## src/rtl/roclk_feat_loader_if.sv

```systemverilog
// Stream bundle for the feature loader: feature beats in, captured prediction out.
interface roclk_feat_loader_if #(
    parameter int unsigned FEAT_BITS = 4,
    parameter int unsigned PRED_BITS = 2
);
    logic                 s_valid;
    logic                 s_ready;
    logic [FEAT_BITS-1:0] s_data;
    logic                 m_valid;
    logic                 m_ready;
    logic [PRED_BITS-1:0] m_pred;

    modport master (
        output s_valid, s_data, m_ready,
        input  s_ready, m_valid, m_pred
    );

    modport slave (
        input  s_valid, s_data, m_ready,
        output s_ready, m_valid, m_pred
    );
endinterface

```

## src/rtl/roclk_feat_loader.sv

```systemverilog
// Feature loader / inference sequencer: assembles a feature vector, runs the BNN classifier
// out of reset for a fixed window, then captures its prediction into a valid/ready register.
module roclk_feat_loader #(
    parameter int unsigned FEAT_CNT   = 4,
    parameter int unsigned FEAT_BITS  = 4,
    parameter int unsigned HIDDEN_CNT = 4,
    parameter int unsigned CLASS_CNT  = 4,
    parameter int unsigned RUN_CYCLES = 2 * HIDDEN_CNT + 2,
    localparam int unsigned PredBits  = (CLASS_CNT > 2) ? $clog2(CLASS_CNT) : 1
) (
    input  logic                          clk,
    input  logic                          rst_n,
    roclk_feat_loader_if.slave            bus,
    output logic [FEAT_CNT*FEAT_BITS-1:0] feat_out,
    output logic                          clf_rst,
    input  logic [PredBits-1:0]           clf_pred,
    output logic                          busy
);
    localparam int unsigned IdxW  = (FEAT_CNT > 1) ? $clog2(FEAT_CNT) : 1;
    localparam int unsigned CntW  = (RUN_CYCLES > 1) ? $clog2(RUN_CYCLES) : 1;
    localparam int unsigned FeatW = FEAT_CNT * FEAT_BITS;

    localparam logic [IdxW-1:0] IdxLast = IdxW'(FEAT_CNT - 1);
    localparam logic [CntW-1:0] RunLast = CntW'(RUN_CYCLES - 1);

    typedef enum logic [1:0] {StLoad, StRun, StOut} state_e;

    state_e              state_q, state_d;
    logic [IdxW-1:0]     idx_q, idx_d;
    logic [CntW-1:0]     cnt_q, cnt_d;
    logic [FeatW-1:0]    feat_q, feat_d;
    logic                clf_rst_q, clf_rst_d;
    logic                m_valid_q, m_valid_d;
    logic [PredBits-1:0] m_pred_q, m_pred_d;

    always_comb begin
        state_d   = state_q;
        idx_d     = idx_q;
        cnt_d     = cnt_q;
        feat_d    = feat_q;
        clf_rst_d = clf_rst_q;
        m_valid_d = m_valid_q;
        m_pred_d  = m_pred_q;
        unique case (state_q)
            StLoad: begin
                if (bus.s_valid) begin
                    for (int unsigned i = 0; i < FEAT_CNT; i++) begin
                        if (idx_q == IdxW'(i)) begin
                            feat_d[i*FEAT_BITS +: FEAT_BITS] = bus.s_data;
                        end
                    end
                    if (idx_q == IdxLast) begin
                        // Release the classifier on the same edge as the final beat.
                        idx_d     = '0;
                        cnt_d     = '0;
                        clf_rst_d = 1'b0;
                        state_d   = StRun;
                    end else begin
                        idx_d = idx_q + IdxW'(1);
                    end
                end
            end
            StRun: begin
                if (cnt_q == RunLast) begin
                    m_pred_d  = clf_pred;
                    m_valid_d = 1'b1;
                    clf_rst_d = 1'b1;
                    state_d   = StOut;
                end else begin
                    cnt_d = cnt_q + CntW'(1);
                end
            end
            StOut: begin
                if (m_valid_q && bus.m_ready) begin
                    m_valid_d = 1'b0;
                    state_d   = StLoad;
                end
            end
            default: state_d = StLoad;
        endcase
    end

    always_ff @(posedge clk or negedge rst_n) begin
        if (!rst_n) begin
            state_q   <= StLoad;
            idx_q     <= '0;
            cnt_q     <= '0;
            feat_q    <= '0;
            clf_rst_q <= 1'b1;
            m_valid_q <= 1'b0;
            m_pred_q  <= '0;
        end else begin
            state_q   <= state_d;
            idx_q     <= idx_d;
            cnt_q     <= cnt_d;
            feat_q    <= feat_d;
            clf_rst_q <= clf_rst_d;
            m_valid_q <= m_valid_d;
            m_pred_q  <= m_pred_d;
        end
    end

    assign bus.s_ready = (state_q == StLoad);
    assign bus.m_valid = m_valid_q;
    assign bus.m_pred  = m_pred_q;
    assign busy        = (state_q == StRun) || (state_q == StOut);
    assign feat_out    = feat_q;
    assign clf_rst     = clf_rst_q;
endmodule

```

## src/flat_wrapper.sv

```systemverilog
// flat-port wrapper written by rule: the top's interface ports become plain ports
module roclk_feat_loader_flat 
#(
    parameter int unsigned FEAT_CNT   = 4,
    parameter int unsigned FEAT_BITS  = 4,
    parameter int unsigned HIDDEN_CNT = 4,
    parameter int unsigned CLASS_CNT  = 4,
    parameter int unsigned RUN_CYCLES = 2 * HIDDEN_CNT + 2,
    localparam int unsigned PredBits  = (CLASS_CNT > 2) ? $clog2(CLASS_CNT) : 1
)
  (clk, rst_n, feat_out, clf_rst, clf_pred, busy, bus_s_valid, bus_s_data, bus_m_ready, bus_s_ready, bus_m_valid, bus_m_pred);
  roclk_feat_loader_if #(.FEAT_BITS(FEAT_BITS), .PRED_BITS(2)) bus_i ();
  input  logic clk;
  input  logic rst_n;
  output logic [FEAT_CNT*FEAT_BITS-1:0] feat_out;
  output logic clf_rst;
  input  logic [PredBits-1:0] clf_pred;
  output logic busy;
  input wire logic [$bits(bus_i.s_valid)-1:0] bus_s_valid;
  input wire logic [$bits(bus_i.s_data)-1:0] bus_s_data;
  input wire logic [$bits(bus_i.m_ready)-1:0] bus_m_ready;
  output wire logic [$bits(bus_i.s_ready)-1:0] bus_s_ready;
  output wire logic [$bits(bus_i.m_valid)-1:0] bus_m_valid;
  output wire logic [$bits(bus_i.m_pred)-1:0] bus_m_pred;
  assign bus_i.s_valid = bus_s_valid;
  assign bus_i.s_data = bus_s_data;
  assign bus_i.m_ready = bus_m_ready;
  assign bus_s_ready = bus_i.s_ready;
  assign bus_m_valid = bus_i.m_valid;
  assign bus_m_pred = bus_i.m_pred;
  roclk_feat_loader #(.FEAT_CNT(FEAT_CNT), .FEAT_BITS(FEAT_BITS), .HIDDEN_CNT(HIDDEN_CNT), .CLASS_CNT(CLASS_CNT), .RUN_CYCLES(RUN_CYCLES)) u_core (.clk(clk), .rst_n(rst_n), .bus(bus_i), .feat_out(feat_out), .clf_rst(clf_rst), .clf_pred(clf_pred), .busy(busy));
endmodule
```

## config.mk

```make
export PLATFORM = sky130hd
export DESIGN_NAME = roclk_feat_loader_flat
export DESIGN_NICKNAME = d
export VERILOG_FILES = /design/src/rtl/roclk_feat_loader_if.sv /design/src/rtl/roclk_feat_loader.sv /design/src/flat_wrapper.sv
export SDC_FILE = /design/constraint.sdc
export NUM_CORES = 1
export LEC_CHECK = 0
export ABC_AREA = 1
export CAP_MARGIN = 0
export CORE_MARGIN = 4
export CORE_UTILIZATION = 48
export CTS_BUF_LIST = sky130_fd_sc_hd__clkbuf_4 sky130_fd_sc_hd__clkbuf_8 sky130_fd_sc_hd__clkbuf_16
export DETAILED_ROUTE_END_ITERATION = 10
export HOLD_SLACK_MARGIN = 0.06
export PLACE_DENSITY = 0.83
export SYNTH_ARGS = -nofsm -noshare
export SYNTH_HDL_FRONTEND = slang
export SYNTH_SLANG_ARGS = --single-unit
```

## constraint.sdc

```tcl
create_clock -name clk -period 1.5 [get_ports clk]
set_input_delay 0.15 -clock clk [delete_from_list [all_inputs] [get_ports clk]]
set_output_delay 0.15 -clock clk [all_outputs]
set_load 0.01 [all_outputs]
```

# [Word level (Yosys, flattened, before mapping)]
# Cells that the tools add are included.
[totals] inputBits=10 regBits=28 word_cells=55
[classes] reduce_logical=16 eq_ne=11 n_addsub=2 muxes=16
[ops] cell="3-bit AND reduction" count=5
[ops] cell="4-bit 2-to-1 mux" count=3
[ops] cell="4-bit AND reduction" count=3
[ops] cell="2-bit 2-to-1 mux" count=5
[ops] cell="4-bit one-hot mux with 2 select lines" count=1
[ops] cell="2-bit == test (second input constant)" count=3
[ops] cell="2-bit by 1-bit inequality test with 1-bit output (second input constant)" count=3
[ops] cell="2-bit one-hot mux with 3 select lines" count=1
[ops] cell="4-bit by 1-bit adder with 4-bit output (second input constant)" count=1
[ops] cell="2-bit by 1-bit == test with 1-bit output (second input constant)" count=2
[ops] cell="4-bit == test (second input constant)" count=1
[ops] cell="2-bit logical NOT" count=2
[ops] cell="1-bit 2-to-1 mux" count=4
[ops] cell="2-bit inequality test (second input constant)" count=2
[ops] cell="1-bit one-hot mux with 2 select lines" count=2
[ops] cell="2-bit AND reduction" count=2
[ops] cell="2-bit nonzero test" count=2
[ops] cell="2-bit by 1-bit adder with 2-bit output (second input constant)" count=1
[ops] cell="1-bit logical AND" count=1
[ops] cell="1-bit logical OR" count=1

# [Depth between registers and ports, before layout]
[depth] depth_word=4 ltp_mapped=7

# [Worst setup path before layout]
# No wires, ideal clock.
[synth_timing] path_kind="register to register" startpoint="register u_core.state_q[0]" endpoint="register u_core.cnt_q[0]" setup_slack_ns=0.253 arrival_ns=1.118 required_time_ns=1.371 setup_ns=0.129 path_stages_with_launch=8 path_cell_list="dfrtp_1 -> inv_1 -> ha_1 -> nor2_1 -> a21oi_2 -> nand2_2 -> nand2_1 -> o21ai_0"
[synth_via] elab_chain_len=3 word_cells_on_any_way=8
[synth_lines] item="start: declaration" line_no="roclk_feat_loader.sv:28" text="state_e state_q, state_d;"
[synth_lines] item="start signal: assignment" line_no="roclk_feat_loader.sv:85" text="state_q <= StLoad;"
[synth_lines] item="start signal: assignment" line_no="roclk_feat_loader.sv:93" text="state_q <= state_d;"
[synth_lines] item="2-bit logical NOT *"
[synth_lines] item="via bus_s_ready" line_no="flat_wrapper.sv:22" text="output wire logic [$bits(bus_i.s_ready)-1:0] bus_s_ready;"
[synth_lines] item="2-bit by 1-bit inequality test with 1-bit output (no source line) (tied with other cells)"
[synth_lines] item="4-bit AND reduction (no source line)"
[synth_lines] item="end signal: assignment" line_no="roclk_feat_loader.sv:95" text="cnt_q <= cnt_d;"
[synth_lines] item="end: declaration" line_no="roclk_feat_loader.sv:30" text="logic [CntW-1:0] cnt_q, cnt_d;"
# Mark *: on every way through the listed nets, which the timed path passes. The rest lies on a longest branch.
# A chain may end at the register's enable or synchronous reset.

# [Worst setup path after layout]
[layout_timing] startpoint="register u_core.state_q[1]" endpoint="register u_core.cnt_q[1]"
[layout_via] elab_chain_len=3 word_cells_on_any_way=8
[layout_lines] item="2-bit by 1-bit == test with 1-bit output or 2-bit logical NOT (tied branches)" line_no="roclk_feat_loader.sv:44" text="unique case (state_q)"
[layout_lines] item="2-bit inequality test (no source line) (tied with other cells)"
[layout_lines] item="4-bit AND reduction (no source line)"
# Several ways; a longest one is shown, not always the timed one.

==> flow_metrics.env <==
export IMPL_timing_rr_end="u_core.cnt_q[1]"
export IMPL_leakage_nw=0.822
export IMPL_post_route_min_period_ps=1440
export IMPL_globalRoute_totalOverflow=0
export IMPL_timing_setup_tns_ps=0
export IMPL_worst_path_max_delay_cell="sky130_fd_sc_hd__dfrtp_1"
export IMPL_drt_iter0_markers=48
export IMPL_path_delay_family="flip-flops"
export IMPL_timing_critical_path_required_ps=1700
export IMPL_reg2reg_setup_slack_ps=60
export IMPL_vias_per_cell=5.30
export IMPL_post_synth_instance_area_mm2=0.00128
export IMPL_clock_sink_count=28
export IMPL_max_slew_worst_pin_slew_ps=343
export IMPL_htreeDepth=1
export IMPL_min_delay_path_class="in -> async"
export IMPL_post_dp_cell_area_mm2=0.00165
export IMPL_clock_path_buffers=2
export IMPL_flow_area_growth_from_synthesis_pct=31.5
export IMPL_dpl_cell_count=203
export IMPL_groute_usage_overall_pct=18.2
export IMPL_post_synthesis_mean_instance_area_um2=9.16
export IMPL_report_final_hold_viol_count=0
export IMPL_synth_seq_cells=28
export IMPL_post_layout_total_power_mw=3.22
export IMPL_skew_ps=8.74
export IMPL_path_clk_slew_ps=140
export IMPL_drt_drc_violations_left=0
export IMPL_critical_path_reg2reg_startpoint="u_core.state_q[1]"
export IMPL_finalWirelength_mm=2.83
export IMPL_setup_viol=0
export IMPL_worstSkewPairLatency_ps=310
export IMPL_cts_hold_buf=0
export IMPL_effective_utilization_at_floorplan_pct=50.8
export IMPL_coreArea_mm2=0.00252
export IMPL_worst_path_largest_cell_delay_ps=440
export IMPL_chipHeight_um=59.7
export IMPL_place_gp_congestion=0.823
export IMPL_critical_path_cell_chain="inv_2, ha_1, nor2_1, a21oi_2, nand2_2, nand2_1, o21ai_0"
export IMPL_mappedNetlistNets=160
export IMPL_final_cell_area_mm2=0.00169
export IMPL_max_slew_headroom_at_the_worst_pin_pct=77.1
export IMPL_ant_nets=0
export IMPL_critical_path_n_buffers_inverters=1
export IMPL_outcome="finished, final reports clean"
export IMPL_dieArea_mm2=0.00356
export IMPL_maxCapViolations=0
export IMPL_netlist_cell_types=15
export IMPL_cts_tree="built"
export IMPL_ys_warnings_count=0
export IMPL_nNetsFinal=198
export IMPL_diodes=0
export IMPL_nFillCells=210
export IMPL_tritoncts_num_buffers=3
export IMPL_drtPass1Iterations=6
export IMPL_vias=1098
export IMPL_layout_drive_gt1_share_pct=10.2
export IMPL_grt_first_pass_wirelength_mm=4.95
export IMPL_hold_worst_slack_ps=186
export IMPL_finalMaxSlewViolations=0
export IMPL_critPathKind="reg -> reg"
export IMPL_grt_antenna_before_repair=0
export IMPL_timing_critical_path_from_type="flip-flop"
export IMPL_hpwlAfterDp_mm=2.25
export IMPL_synth_sequential_area_ratio_pct=54.7
export IMPL_powerDensity_mw_per_mm2=1910
export IMPL_numPortBuffers=31
export IMPL_rsz0062_at_grt="yes"
export IMPL_reg2regPathDepth=7
export IMPL_timing_fmax_mhz=696
export IMPL_peakVddDrop_mv=1.23
export IMPL_endpoint_kind="flip-flop"
export IMPL_critPathArrivalTime_ps=1640
export IMPL_fp_row_count=18
export IMPL_cts_root_buffer="sky130_fd_sc_hd__clkbuf_4"
export IMPL_floorplan_io_pins=32
export IMPL_worstPathMaxFanout=7
export IMPL_avgRoutedWirePerCell_um=13.6
export IMPL_grt_max_degree=29
export IMPL_die_width_um=59.7
export IMPL_fin_crit_sh_pct=95.9
export IMPL_grt_pass1_vias=1127
export IMPL_post_layout_cell_count=207
export IMPL_post_synth_inst_count=140
[cell families (layout without fill, tap and decap cells)]
logic type	Yosys count	after routing	share of synthesized area (%)
adders and majority gates	10	10	9.76
buffers and inverters	14	51	4.10
AOI/OAI and AO/OA	23	23	9.27
DFF	28	28	54.7
and+or+nand+nor	64	64	21.5
xor gates and xnor gates	1	1	0.683
[metal layers]
metal / GRT usage, % / share of wire, %
met1: 22.5 / 41
met3: 4.32 / 7.2
met2: 31.8 / 51
met5: 0 / 0
met4: 4.75 / 1.2
[repair_timing]
item | in CTS | in global routing
buffers inserted | 0 | 0
setup endpoints to repair | 3 | 6
resized for setup | 7 | 4
[power by group]
group | total, mW | switching [mW] | leakage (nW) | internal (mW)
clock | 0.323 | 0.202 | 0.0184 | 0.122
sequential | 1.28 | 0.232 | 0.345 | 1.05
combinational | 1.61 | 0.830 | 0.458 | 0.785
total | 3.22 | 1.26 | 0.822 | 1.96
[cells in the mapped netlist]
| cell type | count | share of area (%) |
|---|---|---|
| sky130_fd_sc_hd__ha_1 | 10 | 9.8 |
| sky130_fd_sc_hd__nand2_1 | 47 | 14 |
| sky130_fd_sc_hd__nand3_1 | 7 | 2.7 |
| sky130_fd_sc_hd__or2_2 | 1 | 0.49 |
| sky130_fd_sc_hd__o21ai_0 | 21 | 8.2 |
| sky130_fd_sc_hd__nand4_1 | 4 | 2.0 |
| sky130_fd_sc_hd__inv_1 | 14 | 4.1 |
| sky130_fd_sc_hd__nor2_1 | 2 | 0.59 |
| sky130_fd_sc_hd__a21oi_2 | 1 | 0.68 |
| sky130_fd_sc_hd__dfstp_2 | 1 | 2.0 |
| sky130_fd_sc_hd__dfrtp_1 | 27 | 53 |
| sky130_fd_sc_hd__xnor2_1 | 1 | 0.68 |
| sky130_fd_sc_hd__nand4_2 | 1 | 0.98 |
| sky130_fd_sc_hd__o21ai_1 | 1 | 0.39 |
| sky130_fd_sc_hd__nand2_2 | 2 | 0.98 |
[how the worst max path moves through the flow]
stage,startpoint,endpoint,cells after the start,slack (ps)
after detailed placement,u_core.state_q[1],busy,3,40
after CTS,u_core.state_q[1],busy,3,30
after global routing,u_core.state_q[0],u_core.feat_out[12],7,-30
final,u_core.state_q[1],u_core.cnt_q[1],7,60
after floorplan,u_core.state_q[0],u_core.cnt_q[0],7,250
after global placement,u_core.state_q[0],busy,3,90
[flip-flops by register name, indices dropped and copies added (netlist names)]
signal	flops
u_core.feat_out	16
u_core.cnt_q	4
u_core.bus.m_pred	2
u_core.idx_q	2
u_core.state_q	2
u_core.bus.m_valid	1
u_core.clf_rst	1
[through the flow]
| step | setup slack, ps | utilization (%) |
|---|---|---|
| after floorplan | 253 | - |
| final | 62.2 | 66.9 |
| after global placement | 91.4 | 65.2 |
| after detailed placement | 35.5 | 65.2 |
| after CTS | 27.9 | 66.8 |
| after global routing | -28.5 | 66.9 |
[placed cells by master (no fill, tap or decap)]
master and n:
sky130_fd_sc_hd__buf_4 2, sky130_fd_sc_hd__a21oi_2 1, sky130_fd_sc_hd__inv_1 12, sky130_fd_sc_hd__ha_4 1, sky130_fd_sc_hd__dfrtp_1 27, sky130_fd_sc_hd__clkdlybuf4s50_1 28
sky130_fd_sc_hd__clkbuf_4 4, sky130_fd_sc_hd__clkdlybuf4s15_1 1, sky130_fd_sc_hd__o21ai_1 1, sky130_fd_sc_hd__nor2_1 2, sky130_fd_sc_hd__clkbuf_2 1, sky130_fd_sc_hd__ha_1 9
sky130_fd_sc_hd__nand2_2 4, sky130_fd_sc_hd__dlygate4sd2_1 1, sky130_fd_sc_hd__o21ai_0 21, sky130_fd_sc_hd__or2_2 1, sky130_fd_sc_hd__nand3_1 7, sky130_fd_sc_hd__nand2_1 45
sky130_fd_sc_hd__nand4_1 4, sky130_fd_sc_hd__dfstp_2 1, sky130_fd_sc_hd__inv_2 2, sky130_fd_sc_hd__xnor2_1 1, sky130_fd_sc_hd__nand4_2 1
[cell type report]
type | count | area, um2 | share of cell area, %
inverter | 14 | 52.6 | 3.12
multi-input combinational | 98 | 546 | 32.3
sequential | 28 | 702 | 41.6
tap | 30 | 37.5 | 2.23
clock buffer | 4 | 30.0 | 1.78
timing repair buffer | 33 | 319 | 18.9
Power figures use the tool's default switching activity.
